--- src/rtl/frame_seq_if.sv ---
// Byte/strobe bus between frame_seq and the uart_rx, uart_tx and net_proc blocks.
interface frame_seq_if;
  logic       rx_ready;
  logic [7:0] rx_data;
  logic       mem_rst;
  logic       mem_we;
  logic [7:0] mem_wdata;
  logic       net_start;
  logic       net_done;
  logic [3:0] net_result;
  logic       tx_rq;
  logic [7:0] tx_data;
  logic       tx_busy;
  logic       busy;
  logic       frame_err;
  logic [3:0] last_result;

  modport master (
    input  rx_ready, rx_data, net_done, net_result, tx_busy,
    output mem_rst, mem_we, mem_wdata, net_start, tx_rq, tx_data,
           busy, frame_err, last_result
  );

  modport slave (
    output rx_ready, rx_data, net_done, net_result, tx_busy,
    input  mem_rst, mem_we, mem_wdata, net_start, tx_rq, tx_data,
           busy, frame_err, last_result
  );
endinterface

--- src/rtl/frame_seq.sv ---
// Frame sequencer: gathers FRAME_LEN rx bytes into net_proc memory, starts inference, sends ASCII result (FRAME_SEQ_TIMEOUT_EN adds RECV idle abort).
// Latency: byte strobe -> mem_we 2 cycles, last byte -> net_start 3 cycles, done edge -> tx_rq 2 cycles minimum.
// Backpressure: tx_rq is held off while tx_busy is high; bytes arriving outside IDLE/RECV are dropped and flagged.
module frame_seq #(
  parameter int unsigned FRAME_LEN   = 784,
  parameter int unsigned CNT_W       = 10,
`ifdef FRAME_SEQ_TIMEOUT_EN
  parameter int unsigned TIMEOUT_CYC = 1_000_000,
`endif
  parameter logic [7:0]  ASCII_BASE  = 8'h30
) (
  input  logic        clk,
  input  logic        nRST,
  frame_seq_if.master bus
);

  typedef enum logic [2:0] {IDLE, RECV, START, WAIT, SEND} state_t;

  localparam logic [CNT_W-1:0] LAST_CNT = CNT_W'(FRAME_LEN);

  state_t           state_q, state_d;
  logic [CNT_W-1:0] count_q, count_d;
  logic             rx_ready_q, net_done_q;
  logic             pend_q, pend_d;
  logic [7:0]       pend_dat_q, pend_dat_d;
  logic             mem_rst_q, mem_rst_d;
  logic             mem_we_q, mem_we_d;
  logic [7:0]       mem_wdata_q, mem_wdata_d;
  logic             net_start_q, net_start_d;
  logic             tx_rq_q, tx_rq_d;
  logic [7:0]       tx_data_q, tx_data_d;
  logic             busy_q, busy_d;
  logic             frame_err_q, frame_err_d;
  logic [3:0]       last_result_q, last_result_d;
  logic             stb, dne;

  assign stb = bus.rx_ready && !rx_ready_q;
  assign dne = bus.net_done && !net_done_q;

`ifdef FRAME_SEQ_TIMEOUT_EN
  localparam int unsigned IDLE_W = $clog2(TIMEOUT_CYC + 1);
  localparam logic [IDLE_W-1:0] IDLE_LIM = IDLE_W'(TIMEOUT_CYC - 1);

  logic [IDLE_W-1:0] idle_q, idle_d;
`endif

  always_comb begin
    state_d       = state_q;
    count_d       = count_q;
    pend_d        = 1'b0;
    pend_dat_d    = pend_dat_q;
    mem_rst_d     = 1'b0;
    // Accepted bytes sit in a one-deep stage so mem_rst always precedes the first write.
    mem_we_d      = pend_q;
    mem_wdata_d   = pend_q ? pend_dat_q : mem_wdata_q;
    net_start_d   = 1'b0;
    tx_rq_d       = 1'b0;
    tx_data_d     = tx_data_q;
    frame_err_d   = frame_err_q;
    last_result_d = last_result_q;
`ifdef FRAME_SEQ_TIMEOUT_EN
    idle_d        = '0;
`endif

    case (state_q)
      IDLE: begin
        if (stb) begin
          mem_rst_d  = 1'b1;
          pend_d     = 1'b1;
          pend_dat_d = bus.rx_data;
          count_d    = CNT_W'(1);
          state_d    = RECV;
        end
      end
      RECV: begin
        if (count_q == LAST_CNT) begin
          state_d = START;
          if (stb) frame_err_d = 1'b1;
        end else if (stb) begin
          pend_d     = 1'b1;
          pend_dat_d = bus.rx_data;
          count_d    = count_q + 1'b1;
        end
`ifdef FRAME_SEQ_TIMEOUT_EN
        else if (idle_q == IDLE_LIM) begin
          frame_err_d = 1'b1;
          count_d     = '0;
          state_d     = IDLE;
        end else begin
          idle_d = idle_q + 1'b1;
        end
`endif
      end
      START: begin
        net_start_d = 1'b1;
        state_d     = WAIT;
        if (stb) frame_err_d = 1'b1;
      end
      WAIT: begin
        if (stb) frame_err_d = 1'b1;
        if (dne) begin
          last_result_d = bus.net_result;
          tx_data_d     = ASCII_BASE + {4'h0, bus.net_result};
          state_d       = SEND;
        end
      end
      SEND: begin
        if (stb) frame_err_d = 1'b1;
        if (!bus.tx_busy) begin
          tx_rq_d = 1'b1;
          count_d = '0;
          state_d = IDLE;
        end
      end
      default: state_d = IDLE;
    endcase

    busy_d = (state_d != IDLE);
  end

  always_ff @(posedge clk or negedge nRST) begin
    if (!nRST) begin
      state_q       <= IDLE;
      count_q       <= '0;
      rx_ready_q    <= 1'b0;
      net_done_q    <= 1'b0;
      pend_q        <= 1'b0;
      pend_dat_q    <= '0;
      mem_rst_q     <= 1'b0;
      mem_we_q      <= 1'b0;
      mem_wdata_q   <= '0;
      net_start_q   <= 1'b0;
      tx_rq_q       <= 1'b0;
      tx_data_q     <= '0;
      busy_q        <= 1'b0;
      frame_err_q   <= 1'b0;
      last_result_q <= 4'hF;
`ifdef FRAME_SEQ_TIMEOUT_EN
      idle_q        <= '0;
`endif
    end else begin
      state_q       <= state_d;
      count_q       <= count_d;
      rx_ready_q    <= bus.rx_ready;
      net_done_q    <= bus.net_done;
      pend_q        <= pend_d;
      pend_dat_q    <= pend_dat_d;
      mem_rst_q     <= mem_rst_d;
      mem_we_q      <= mem_we_d;
      mem_wdata_q   <= mem_wdata_d;
      net_start_q   <= net_start_d;
      tx_rq_q       <= tx_rq_d;
      tx_data_q     <= tx_data_d;
      busy_q        <= busy_d;
      frame_err_q   <= frame_err_d;
      last_result_q <= last_result_d;
`ifdef FRAME_SEQ_TIMEOUT_EN
      idle_q        <= idle_d;
`endif
    end
  end

  assign bus.mem_rst     = mem_rst_q;
  assign bus.mem_we      = mem_we_q;
  assign bus.mem_wdata   = mem_wdata_q;
  assign bus.net_start   = net_start_q;
  assign bus.tx_rq       = tx_rq_q;
  assign bus.tx_data     = tx_data_q;
  assign bus.busy        = busy_q;
  assign bus.frame_err   = frame_err_q;
  assign bus.last_result = last_result_q;

endmodule

--- src/flat_wrapper.sv ---
// flat-port wrapper written by rule: the top's interface ports become plain ports
module frame_seq_flat 
#(
  parameter int unsigned FRAME_LEN   = 784,
  parameter int unsigned CNT_W       = 10,

  parameter logic [7:0]  ASCII_BASE  = 8'h30
)
  (clk, nRST, bus_rx_ready, bus_rx_data, bus_net_done, bus_net_result, bus_tx_busy, bus_mem_rst, bus_mem_we, bus_mem_wdata, bus_net_start, bus_tx_rq, bus_tx_data, bus_busy, bus_frame_err, bus_last_result);
  frame_seq_if bus_i ();
  input  logic clk;
  input  logic nRST;
  input wire logic [$bits(bus_i.rx_ready)-1:0] bus_rx_ready;
  input wire logic [$bits(bus_i.rx_data)-1:0] bus_rx_data;
  input wire logic [$bits(bus_i.net_done)-1:0] bus_net_done;
  input wire logic [$bits(bus_i.net_result)-1:0] bus_net_result;
  input wire logic [$bits(bus_i.tx_busy)-1:0] bus_tx_busy;
  output wire logic [$bits(bus_i.mem_rst)-1:0] bus_mem_rst;
  output wire logic [$bits(bus_i.mem_we)-1:0] bus_mem_we;
  output wire logic [$bits(bus_i.mem_wdata)-1:0] bus_mem_wdata;
  output wire logic [$bits(bus_i.net_start)-1:0] bus_net_start;
  output wire logic [$bits(bus_i.tx_rq)-1:0] bus_tx_rq;
  output wire logic [$bits(bus_i.tx_data)-1:0] bus_tx_data;
  output wire logic [$bits(bus_i.busy)-1:0] bus_busy;
  output wire logic [$bits(bus_i.frame_err)-1:0] bus_frame_err;
  output wire logic [$bits(bus_i.last_result)-1:0] bus_last_result;
  assign bus_i.rx_ready = bus_rx_ready;
  assign bus_i.rx_data = bus_rx_data;
  assign bus_i.net_done = bus_net_done;
  assign bus_i.net_result = bus_net_result;
  assign bus_i.tx_busy = bus_tx_busy;
  assign bus_mem_rst = bus_i.mem_rst;
  assign bus_mem_we = bus_i.mem_we;
  assign bus_mem_wdata = bus_i.mem_wdata;
  assign bus_net_start = bus_i.net_start;
  assign bus_tx_rq = bus_i.tx_rq;
  assign bus_tx_data = bus_i.tx_data;
  assign bus_busy = bus_i.busy;
  assign bus_frame_err = bus_i.frame_err;
  assign bus_last_result = bus_i.last_result;
  frame_seq #(.FRAME_LEN(FRAME_LEN), .CNT_W(CNT_W), .ASCII_BASE(ASCII_BASE)) u_core (.clk(clk), .nRST(nRST), .bus(bus_i));
endmodule
--- config.mk ---
export PLATFORM = sky130hd
export DESIGN_NAME = frame_seq_flat
export DESIGN_NICKNAME = d
export VERILOG_FILES = /design/src/rtl/frame_seq_if.sv /design/src/rtl/frame_seq.sv /design/src/flat_wrapper.sv
export SDC_FILE = /design/constraint.sdc
export NUM_CORES = 1
export LEC_CHECK = 0
export ABC_AREA = 1
export CELL_PAD_IN_SITES_DETAIL_PLACEMENT = 1
export CELL_PAD_IN_SITES_GLOBAL_PLACEMENT = 2
export CORE_ASPECT_RATIO = 0.75
export CORE_UTILIZATION = 30
export DETAILED_ROUTE_END_ITERATION = 7
export GPL_TIMING_DRIVEN = 0
export PLACE_DENSITY_LB_ADDON = 0.15
export SETUP_SLACK_MARGIN = 0.2
export SYNTH_ARGS = -nofsm -noshare
export SYNTH_HDL_FRONTEND = slang
export SYNTH_SLANG_ARGS = --single-unit
export TNS_END_PERCENT = 10
--- constraint.sdc ---
create_clock -name clk -period 1.6 [get_ports clk]
set_input_delay 0.4 -clock clk [delete_from_list [all_inputs] [get_ports clk]]
set_output_delay 0.4 -clock clk [all_outputs]
set_load 0.01 [all_outputs]
==> impl_metrics.toml, run 1 <==
[run_status]
outcome = "completed"

[detailed_routing]
routedWlPerCell_um = 13.7
firstDrtPassIters = 4
wl_mm = 5.26
drtIter0Drc = 52
ant_nets = 0
vias = 1723
drc_errors = 0
post_drt_via_cell_ratio = 4.48

[cells_and_area]
layout-drive-gt1-share = 0.319
mostFrequentLayoutCells = "74 x nand2_1, 39 x dfrtp_1, 20 x inv_1"
n_antenna_cell = 0
area_growth_pct = 42.3
fin_nets = 319
fillers = 790
mostFrequentLayoutCell = "nand2_1"

[critical_path]
start_kind = "register"
timing.critical_path.slowest_cell_delay_ps = 430
cpMostUsedCell = "nand2_1"
crit_type = "register to register"
path_max_fanout = 3
crit_path_end_kind = "register"
critPathBufInv = 1
arrival_ps = 1650
cp_data_required_time_ps = 1790
cp_top_family = "simple AND/OR/NAND/NOR gates"
crit_slowest_cell = "dfrtp_2"
crit_chain = "inv_2 > ha_4 > nand2_4 > nor2_4 > nand4_1 > nand2_1 > nand3_2 > nor2_2 > nand2_1"

[global_routing]
grt_max_degree = 32
antenna_found_initial = 0
first_global_vias = 1689
grt_pass1_wl_mm = 8.53
overflow = 0
track_usage = 0.153

[synthesis]
synthMuxAreaShare = 0.0429
synthAdderAreaFrac = 0.0119
ys_seq_area_frac = 0.562
yosys_warnings = 0
synth.avg_cell_area_um2 = 8.91
syn_area_mm2 = 0.00210
synthArstFlopShare = 1.00
synth-compound-area-share = 0.0298
synth_edf_count = 0
synthCells = 236
synthXorXnorAreaFrac = 0.0125
synth_top_family_by_area = "simple AND/OR/NAND/NOR gates"
ys_types = 28
synth_seq_cells = 47
synth_ff_type = "dfrtp_1"
synthSimpleGateAreaFrac = 0.272

[die]
die_h_um = 74.5
dieWidth_um = 98.7
ioPinCount = 43
initial_core_util = 0.309
row_count = 26
core_area_mm2 = 0.00680
die_area_mm2 = 0.00735

[job]
maxCapViolations = 0

[cts]
clock-sinks = 47
cts_tree = "done"
numCtsBuffers = 5
htreeDepth = 2
cts.reportedPaths.clkPinSlew_ps = 90
cts_root_buf = "clkbuf_8"
cts.path.max_buffers = 2
clock_latency_ps = 300
hold_buffers = 0

[timing]
clock_skew_ps = 7.26
period_share = 0.913
hold_slack_ps = 35.8
maxClockFrequency_mhz = 684
rsz0062_at_grt = "true"
timing_hold_violations_final = 0
finalWorstSetupSlack_ps = 139
period_minus_slack_ps = 1460
drv_slew = 0
fin_setup_tns_ps = 0
setup_viol = 0

[placement]
dp_hpwl_mm = 3.55
portBuffers = 40
dp_slack_ps = -340
place.gp.congestion = 0.702

[power_and_ir_drop]
p_leak_nw = 1.50
irDropWorstVdd_v = 0.000464
p_per_area_mw_per_mm2 = 1260

[worst_hold_path]
hold_path.class = "primary input to asynchronous set/reset pin"
==> layer usage <==
metal,part of all wire,track usage,up-vias
li1,-,-,856
met1,0.50,0.216,827
met2,0.45,0.237,33
met3,0.036,0.0348,7
met4,0.012,0.0448,0
met5,0,0,-
==> synth_stat cells, types with 2 or more instances <==
| cell | number | area share |
|---|---|---|
| buf_2 | 2 | 0.0048 |
| buf_4 | 3 | 0.011 |
| dfrtp_1 | 43 | 0.51 |
| dfstp_2 | 4 | 0.050 |
| ha_1 | 2 | 0.012 |
| inv_1 | 23 | 0.041 |
| inv_2 | 2 | 0.0036 |
| mux2_2 | 8 | 0.043 |
| nand2_1 | 88 | 0.16 |
| nand2_2 | 2 | 0.0060 |
| nand3_1 | 11 | 0.026 |
| nand4_1 | 6 | 0.018 |
| nor2_1 | 19 | 0.034 |
| o21ai_0 | 3 | 0.0071 |
| o21ai_1 | 5 | 0.012 |
| o21ai_2 | 2 | 0.0083 |
| xnor2_1 | 2 | 0.0083 |
==> cells by family (layout without fill, tap and decap cells) <==
| group | Yosys count | count (layout) |
|---|---|---|
| muxes | 8 | 8 |
| DFF | 47 | 47 |
| adders and majority gates | 2 | 2 |
| buffers and inverters | 32 | 95 |
| xor gates and xnor gates | 3 | 3 |
| and+or+nand+nor | 132 | 133 |
| AOI/OAI and AO/OA | 11 | 11 |
| other | 1 | 2 |
==> metrics by stage <==
| stage | instance area [um^2] | utilization | instances | total power, mW |
|---|---|---|---|---|
| after global routing | 2990 | 0.440 | 385 | 4.03 |
| after global placement | 2610 | 0.384 | 361 | 2.78 |
| after floorplan | 2110 | - | 237 | 2.23 |
| after detailed placement | 2630 | 0.387 | 362 | 2.81 |
| after CTS | 2890 | 0.425 | 379 | 3.75 |
| final | 2990 | 0.440 | 385 | 3.78 |
==> sequential cells by signal, indices dropped and copies added, names as in the netlist <==
signal / count
u_core.count_q: 10
u_core.bus.mem_rst: 1
u_core.bus.tx_data: 5
u_core.bus.frame_err: 1
u_core.rx_ready_q: 1
u_core.bus.last_result: 4
u_core.bus.net_start: 1
u_core.pend_dat_q: 8
u_core.net_done_q: 1
u_core.state_q: 3
u_core.bus.tx_rq: 1
u_core.bus.busy: 1
u_core.bus.mem_wdata: 8
u_core.bus.mem_we: 1
u_core.mem_we_d: 1
==> where the power goes <==
group | leakage, nW | switching [mW] | internal (mW)
clock network | 0.0548 | 0.425 | 0.471
registers | 0.581 | 0.181 | 1.49
logic | 0.868 | 0.629 | 0.581
==> cell type report <==
cell class,count,area [um^2],area share
flip-flops and latches,47,1190,0.397
plain buffers,7,51.3,0.0172
clock inverters,3,46.3,0.0155
well taps,84,105,0.0351
repair buffers,54,494,0.165
repair inverters,1,6.26,0.00209
multi-input cells,159,933,0.312
clock buffers,5,68.8,0.0230
inverters,25,98.8,0.0331
==> worst paths after layout <==
path / start / end / slack, ps / cells after the start
max: u_core.count_q[0]$_DFFE_PN0P_ / u_core.bus.busy$_DFF_PN0_ / 140 / 9
min: nRST / u_core.count_q[9]$_DFFE_PN0P_ / 40 / 1
max reg2reg: u_core.count_q[0]$_DFFE_PN0P_ / u_core.bus.busy$_DFF_PN0_ / 140 / 9
min reg2reg: u_core.mem_we_d$_DFF_PN0_ / u_core.bus.mem_we$_DFF_PN0_ / 390 / 0
max in group asynchronous: nRST / u_core.bus.last_result[0]$_DFFE_PN1P_ / 980 / 2
min in group clk: u_core.mem_we_d$_DFF_PN0_ / u_core.bus.mem_we$_DFF_PN0_ / 390 / 0
==> timing repair <==
item / in CTS / in global routing
setup endpoints to repair: 54 / 46
cloned: 1 / 2
buffers inserted: 8 / 4
gates resized for setup: 77 / 13
pin swaps: 17 / 7
No activity file was read; power rests on OpenSTA's default activity.
==> run 2, diff against run 1 <==
- CORE_UTILIZATION: 30 -> 27
- SETUP_SLACK_MARGIN: 0.2 -> 0.15
- clock period: 1.6 -> 1.2 ns (I/O delays scaled with it)
==> run 2 against run 1 <==
Net effect: final cell count rose by 2.9%; largest power group unchanged; non-clock buffer count shrank 4; the flow now finishes with violations (negative hold slack, negative setup slack); critical endpoint is now u_core.pend_dat_q[2]$_DFFE_PN0P_; via count decreased by 1.2%.
==> impl_metrics.toml, run 2 (synthesis gave the netlist of run 1 again) <==
[die]
initial_core_util = 0.283
core_area_mm2 = 0.00743
die_area_mm2 = 0.00815
ioPinCount = 43
dieWidth_um = 104
row_count = 27
die_h_um = 78.4

[cts]
cts_tree = "done"
clock_latency_ps = 300
cts.path.max_buffers = 2
cts.reportedPaths.clkPinSlew_ps = 90
htreeDepth = 2
cts_root_buf = "clkbuf_8"
numCtsBuffers = 5
clock-sinks = 47

[timing]
hold_slack_ps = -88.0
drv_slew = 0
rsz0062_at_grt = "true"
clock_skew_ps = 7.44
setup_viol = 28
period_share = 1.18
period_minus_slack_ps = 1420
maxClockFrequency_mhz = 704
fin_setup_tns_ps = -4350
timing_hold_violations_final = 12
finalWorstSetupSlack_ps = -219

[critical_path]
timing.critical_path.slowest_cell_delay_ps = 440
path_max_fanout = 5
crit_slowest_cell = "dfrtp_1"
start_kind = "register"
arrival_ps = 1650
crit_chain = "inv_2 > ha_4 > nand2_4 > nor2_4 > nand4_1 > nand2_4 > buf_6 > nand2_1 > nand2_1"
cp_data_required_time_ps = 1430
crit_type = "register to register"
crit_path_end_kind = "register"

[global_routing]
overflow = 0
grt_pass1_wl_mm = 9.13
track_usage = 0.143
grt_max_degree = 33
first_global_vias = 1806
antenna_found_initial = 0

[detailed_routing]
post_drt_via_cell_ratio = 4.30
drc_errors = 0
wl_mm = 5.29
ant_nets = 0
drtIter0Drc = 60
routedWlPerCell_um = 13.4
firstDrtPassIters = 4
vias = 1702

[power_and_ir_drop]
total_power_mw = 4.86
p_sw_mw = 1.62
combPwrFrac = 0.319
power_frac_clock = 0.212
p_leak_nw = 1.44
p_per_area_mw_per_mm2 = 1670
p_int_mw = 3.23
pwr-share-seq = 0.469
swShare = 0.334
irDropWorstVdd_v = 0.000562

[placement]
place.gp.congestion = 0.707
dp_hpwl_mm = 3.76
dp_slack_ps = -594
dp.cells = 379
portBuffers = 40

[cells_and_area]
area_growth_pct = 38.0
mostFrequentLayoutCells = "81 x nand2_1, 39 x dfrtp_1, 19 x buf_2"
largest_reg_flops = 10
fillers = 891
fin_cells = 396
layout-drive-gt1-share = 0.353
n_antenna_cell = 0
fin_nets = 313
largest-register = "u_core.count_q"
mostFrequentLayoutCell = "nand2_1"

[worst_hold_path]
hold_path.class = "primary input to asynchronous set/reset pin"

[run_status]
outcome = "complete, but fails checks"
violations = "negative hold slack, negative setup slack"

[job]
maxCapViolations = 0
-- run 2: cell count changes in the layout (fill, tap and decap cells not counted), moves of 3 or more --
| cell | delta |
|---|---|
| inv_1 | -4 |
| dlygate4sd2_1 | -16 |
| nand2_2 | -9 |
| o21ai_1 | +4 |
| inv_2 | +3 |
| buf_6 | +10 |
| nand2_1 | +7 |
| buf_4 | -5 |
| buf_2 | +12 |
-- run 2: per-layer routing --
metal / track usage / vias to the layer above / wire [um]
li1: - / 844 / -
met1: 0.201 / 824 / 2700
met2: 0.224 / 32 / 2340
met3: 0.0357 / 2 / 228
met4: 0.0300 / 0 / 27
met5: 0 / - / 0
-- run 2: power groups by stage --
stage / Clock, mW / Combinational (mW) / Sequential [mW]
after detailed placement: 0 / 1.53 / 2.29
after floorplan: 0 / 0.670 / 2.33
final: 1.03 / 1.55 / 2.28
after global placement: 0 / 1.48 / 2.27
after global routing: 1.13 / 1.73 / 2.34
after CTS: 1.07 / 1.51 / 2.28
-- run 2: timing repair --
item / in CTS / in global routing
hold endpoints to repair: 12 / 12
pin swaps: 11 / 3
setup endpoints to repair: 66 / 62
buffers inserted: 7 / 2
resized for setup: 135 / 16
-- run 2: worst max-delay path, delay by kind of cell, from the launching register on --
| kind | cells | cell delay (ps) |
|---|---|---|
| and+or+nand+nor | 6 | 590 |
| DFF | 1 | 440 |
| buffers and inverters | 2 | 210 |
| adders and majority gates | 1 | 140 |
-- run 2: worst paths after layout --
check	from	end	slack [ps]	cells past startpoint
max	u_core.count_q[1]$_DFFE_PN0P_	u_core.pend_dat_q[2]$_DFFE_PN0P_	-220	9
min	nRST	u_core.bus.tx_data[3]$_DFFE_PN0P_	-90	1
max reg2reg	u_core.count_q[1]$_DFFE_PN0P_	u_core.pend_dat_q[2]$_DFFE_PN0P_	-220	9
min reg2reg	u_core.mem_we_d$_DFF_PN0_	u_core.bus.mem_we$_DFF_PN0_	380	0
max in group asynchronous	nRST	u_core.bus.last_result[0]$_DFFE_PN1P_	720	2
min in group clk	bus_net_done	u_core.net_done_q$_DFF_PN0_	280	1
-- run 2: stage by stage --
| stage | instance area [um^2] | hold WS, ps | utilization |
|---|---|---|---|
| after floorplan | 2130 | 4.41 | - |
| after global placement | 2660 | 355 | 0.358 |
| after detailed placement | 2670 | 248 | 0.360 |
| after CTS | 2850 | -79.9 | 0.383 |
| after global routing | 2900 | -70.2 | 0.390 |
| final | 2900 | -88.0 | 0.390 |
-- run 2: area by class of cell --
cell class              count  area (um^2)  area share
repair buffers             50          423       0.146
multi-input cells         158          902       0.311
plain buffers               7         63.8      0.0220
clock inverters             2         16.3     0.00561
clock buffers               6         82.6      0.0285
well taps                 101          126      0.0436
flip-flops and latches     47         1190       0.409
inverters                  25          101      0.0349
==> run 3, diff against run 2 <==
- CORE_UTILIZATION: 27 -> 28
- CTS_BUF_LIST: default -> sky130_fd_sc_hd__clkbuf_2 sky130_fd_sc_hd__clkbuf_4 sky130_fd_sc_hd__clkbuf_8
==> run 3 against run 2 <==
Net effect: the flow still finishes with violations (negative hold slack, negative setup slack); critical path depth is the same; final cell count is the same; clock power shrank 4%; design area shrank 0.17%; sequential cell count is the same; setup slack lost 28 ps; power grew 0.24%; first-iteration DRC count shrank 5.0%; via count shrank 1.3%; global-route usage grew 0.91 points; largest power group unchanged.
==> impl_metrics.toml, run 3 (synthesis gave the netlist of run 1 again) <==
[die]
die_area_mm2 = 0.00786
core_area_mm2 = 0.00703
ioPinCount = 43
initial_core_util = 0.299
row_count = 26
dieWidth_um = 102
die_h_um = 77.0

[detailed_routing]
vias = 1680
routedWlPerCell_um = 13.1
wl_mm = 5.18
drc_errors = 0
firstDrtPassIters = 4
post_drt_via_cell_ratio = 4.24
drtIter0Drc = 57
ant_nets = 0

[critical_path]
cp_top_family = "simple AND/OR/NAND/NOR gates"
cpMostUsedCell = "nand2_1"
path_max_fanout = 3
critPathBufInv = 1
timing.critical_path.slowest_cell_delay_ps = 440
cp_data_required_time_ps = 1380
crit_slowest_cell = "dfrtp_2"
start_kind = "register"
arrival_ps = 1630
crit_chain = "inv_2 > ha_4 > nand2_4 > nor2_4 > nand4_1 > nand2_1 > nand3_2 > nor2_2 > nand2_1"
crit_path_end_kind = "register"
crit_type = "register to register"

[placement]
place.gp.congestion = 0.700
dp_hpwl_mm = 3.69
place_area_mm2 = 0.00267
portBuffers = 40

[run_status]
outcome = "complete, but fails checks"
violations = "negative hold slack, negative setup slack"

[cells_and_area]
layout-drive-gt1-share = 0.329
fin_nets = 316
largest-register = "u_core.count_q"
mostFrequentLayoutCells = "81 x nand2_1, 41 x dfrtp_1, 20 x inv_1"
fillers = 840
largest_reg_flops = 10
n_antenna_cell = 0
area_growth_pct = 37.8
multi_input_area_um2 = 880
seq_area_mm2 = 0.00118
mostFrequentLayoutCell = "nand2_1"
utilization = 0.412
finalInstanceArea_mm2 = 0.00290

[timing]
timing_hold_violations_final = 14
drv_slew = 0
clock_skew_ps = 13.7
period_share = 1.21
finalWorstSetupSlack_ps = -248
maxClockFrequency_mhz = 691
rsz0062_at_grt = "true"
hold_slack_ps = -81.3
period_minus_slack_ps = 1450
setup_viol = 27

[power_and_ir_drop]
p_sw_mw = 1.63
swShare = 0.336
combPwrFrac = 0.333
p_leak_nw = 1.44
irDropWorstVdd_v = 0.000555
p_int_mw = 3.24
power_frac_clock = 0.203
p_per_area_mw_per_mm2 = 1680
pwr-share-seq = 0.464

[cts]
numCtsBuffers = 5
cts.reportedPaths.clkPinSlew_ps = 100
cts_root_buf = "clkbuf_8"
clock_latency_ps = 300
cts.path.max_buffers = 2
cts_tree = "done"
clock-sinks = 47
htreeDepth = 2

[job]
maxCapViolations = 0

[global_routing]
antenna_found_initial = 0
track_usage = 0.152
grt_max_degree = 32
overflow = 0
first_global_vias = 1829
grt_pass1_wl_mm = 9.12

[worst_hold_path]
hold_path.class = "primary input to asynchronous set/reset pin"
==> run 3: path summary, 6_finish.rpt <==
check | to | start | slack (ps) | cells after the start
min | u_core.count_q[9]$_DFFE_PN0P_ | nRST | -80 | 1
min in group clk | u_core.bus.mem_we$_DFF_PN0_ | u_core.mem_we_d$_DFF_PN0_ | 390 | 0
min reg2reg | u_core.bus.mem_we$_DFF_PN0_ | u_core.mem_we_d$_DFF_PN0_ | 390 | 0
max | u_core.bus.busy$_DFF_PN0_ | u_core.count_q[0]$_DFFE_PN0P_ | -250 | 9
max in group asynchronous | u_core.bus.last_result[1]$_DFFE_PN1P_ | nRST | 690 | 2
max reg2reg | u_core.bus.busy$_DFF_PN0_ | u_core.count_q[0]$_DFFE_PN0P_ | -250 | 9
==> run 3: layout make-up <==
cell class	instances	share of cell area
timing repair buffer	53	0.157
clock buffer	5	0.0238
multi-input combinational	158	0.304
buffer	7	0.0203
tap	98	0.0423
clock inverter	3	0.00821
sequential	47	0.409
inverter	25	0.0359
==> run 3: power by group through the flow <==
stage	Clock, mW	Combinational, mW	Sequential, mW
3_3_place_gp	0	1.49	2.26
4_1_cts	1.05	1.57	2.24
2_1_floorplan	0	0.670	2.33
6_report	0.990	1.62	2.26
5_1_grt	1.11	1.81	2.33
3_5_place_dp	0	1.53	2.26
==> run 3: per-stage QoR <==
step	TNS, ps	setup slack [ps]	instances	power (mW)
2_1_floorplan	-2440	-140	237	3.00
3_3_place_gp	-91000	-1640	375	3.75
3_5_place_dp	-17200	-615	376	3.80
4_1_cts	-5240	-225	396	4.85
5_1_grt	-7280	-355	396	5.24
6_report	-4770	-248	396	4.87
==> run 3: timing repair <==
item	4_1_cts	5_1_grt
buffers inserted	12	0
gates resized for setup	118	22
endpoints found under the setup margin	66	66
pin swaps	6	9
hold endpoints to repair	14	14
==> run 3: routing by layer <==
layer / track usage / vias to the layer above / share of wire
met3: 0.0356 / 2 / 0.040
met4: 0.0300 / 0 / 0.0048
met2: 0.234 / 26 / 0.45
met1: 0.218 / 800 / 0.51
met5: 0 / - / 0
li1: - / 852 / -
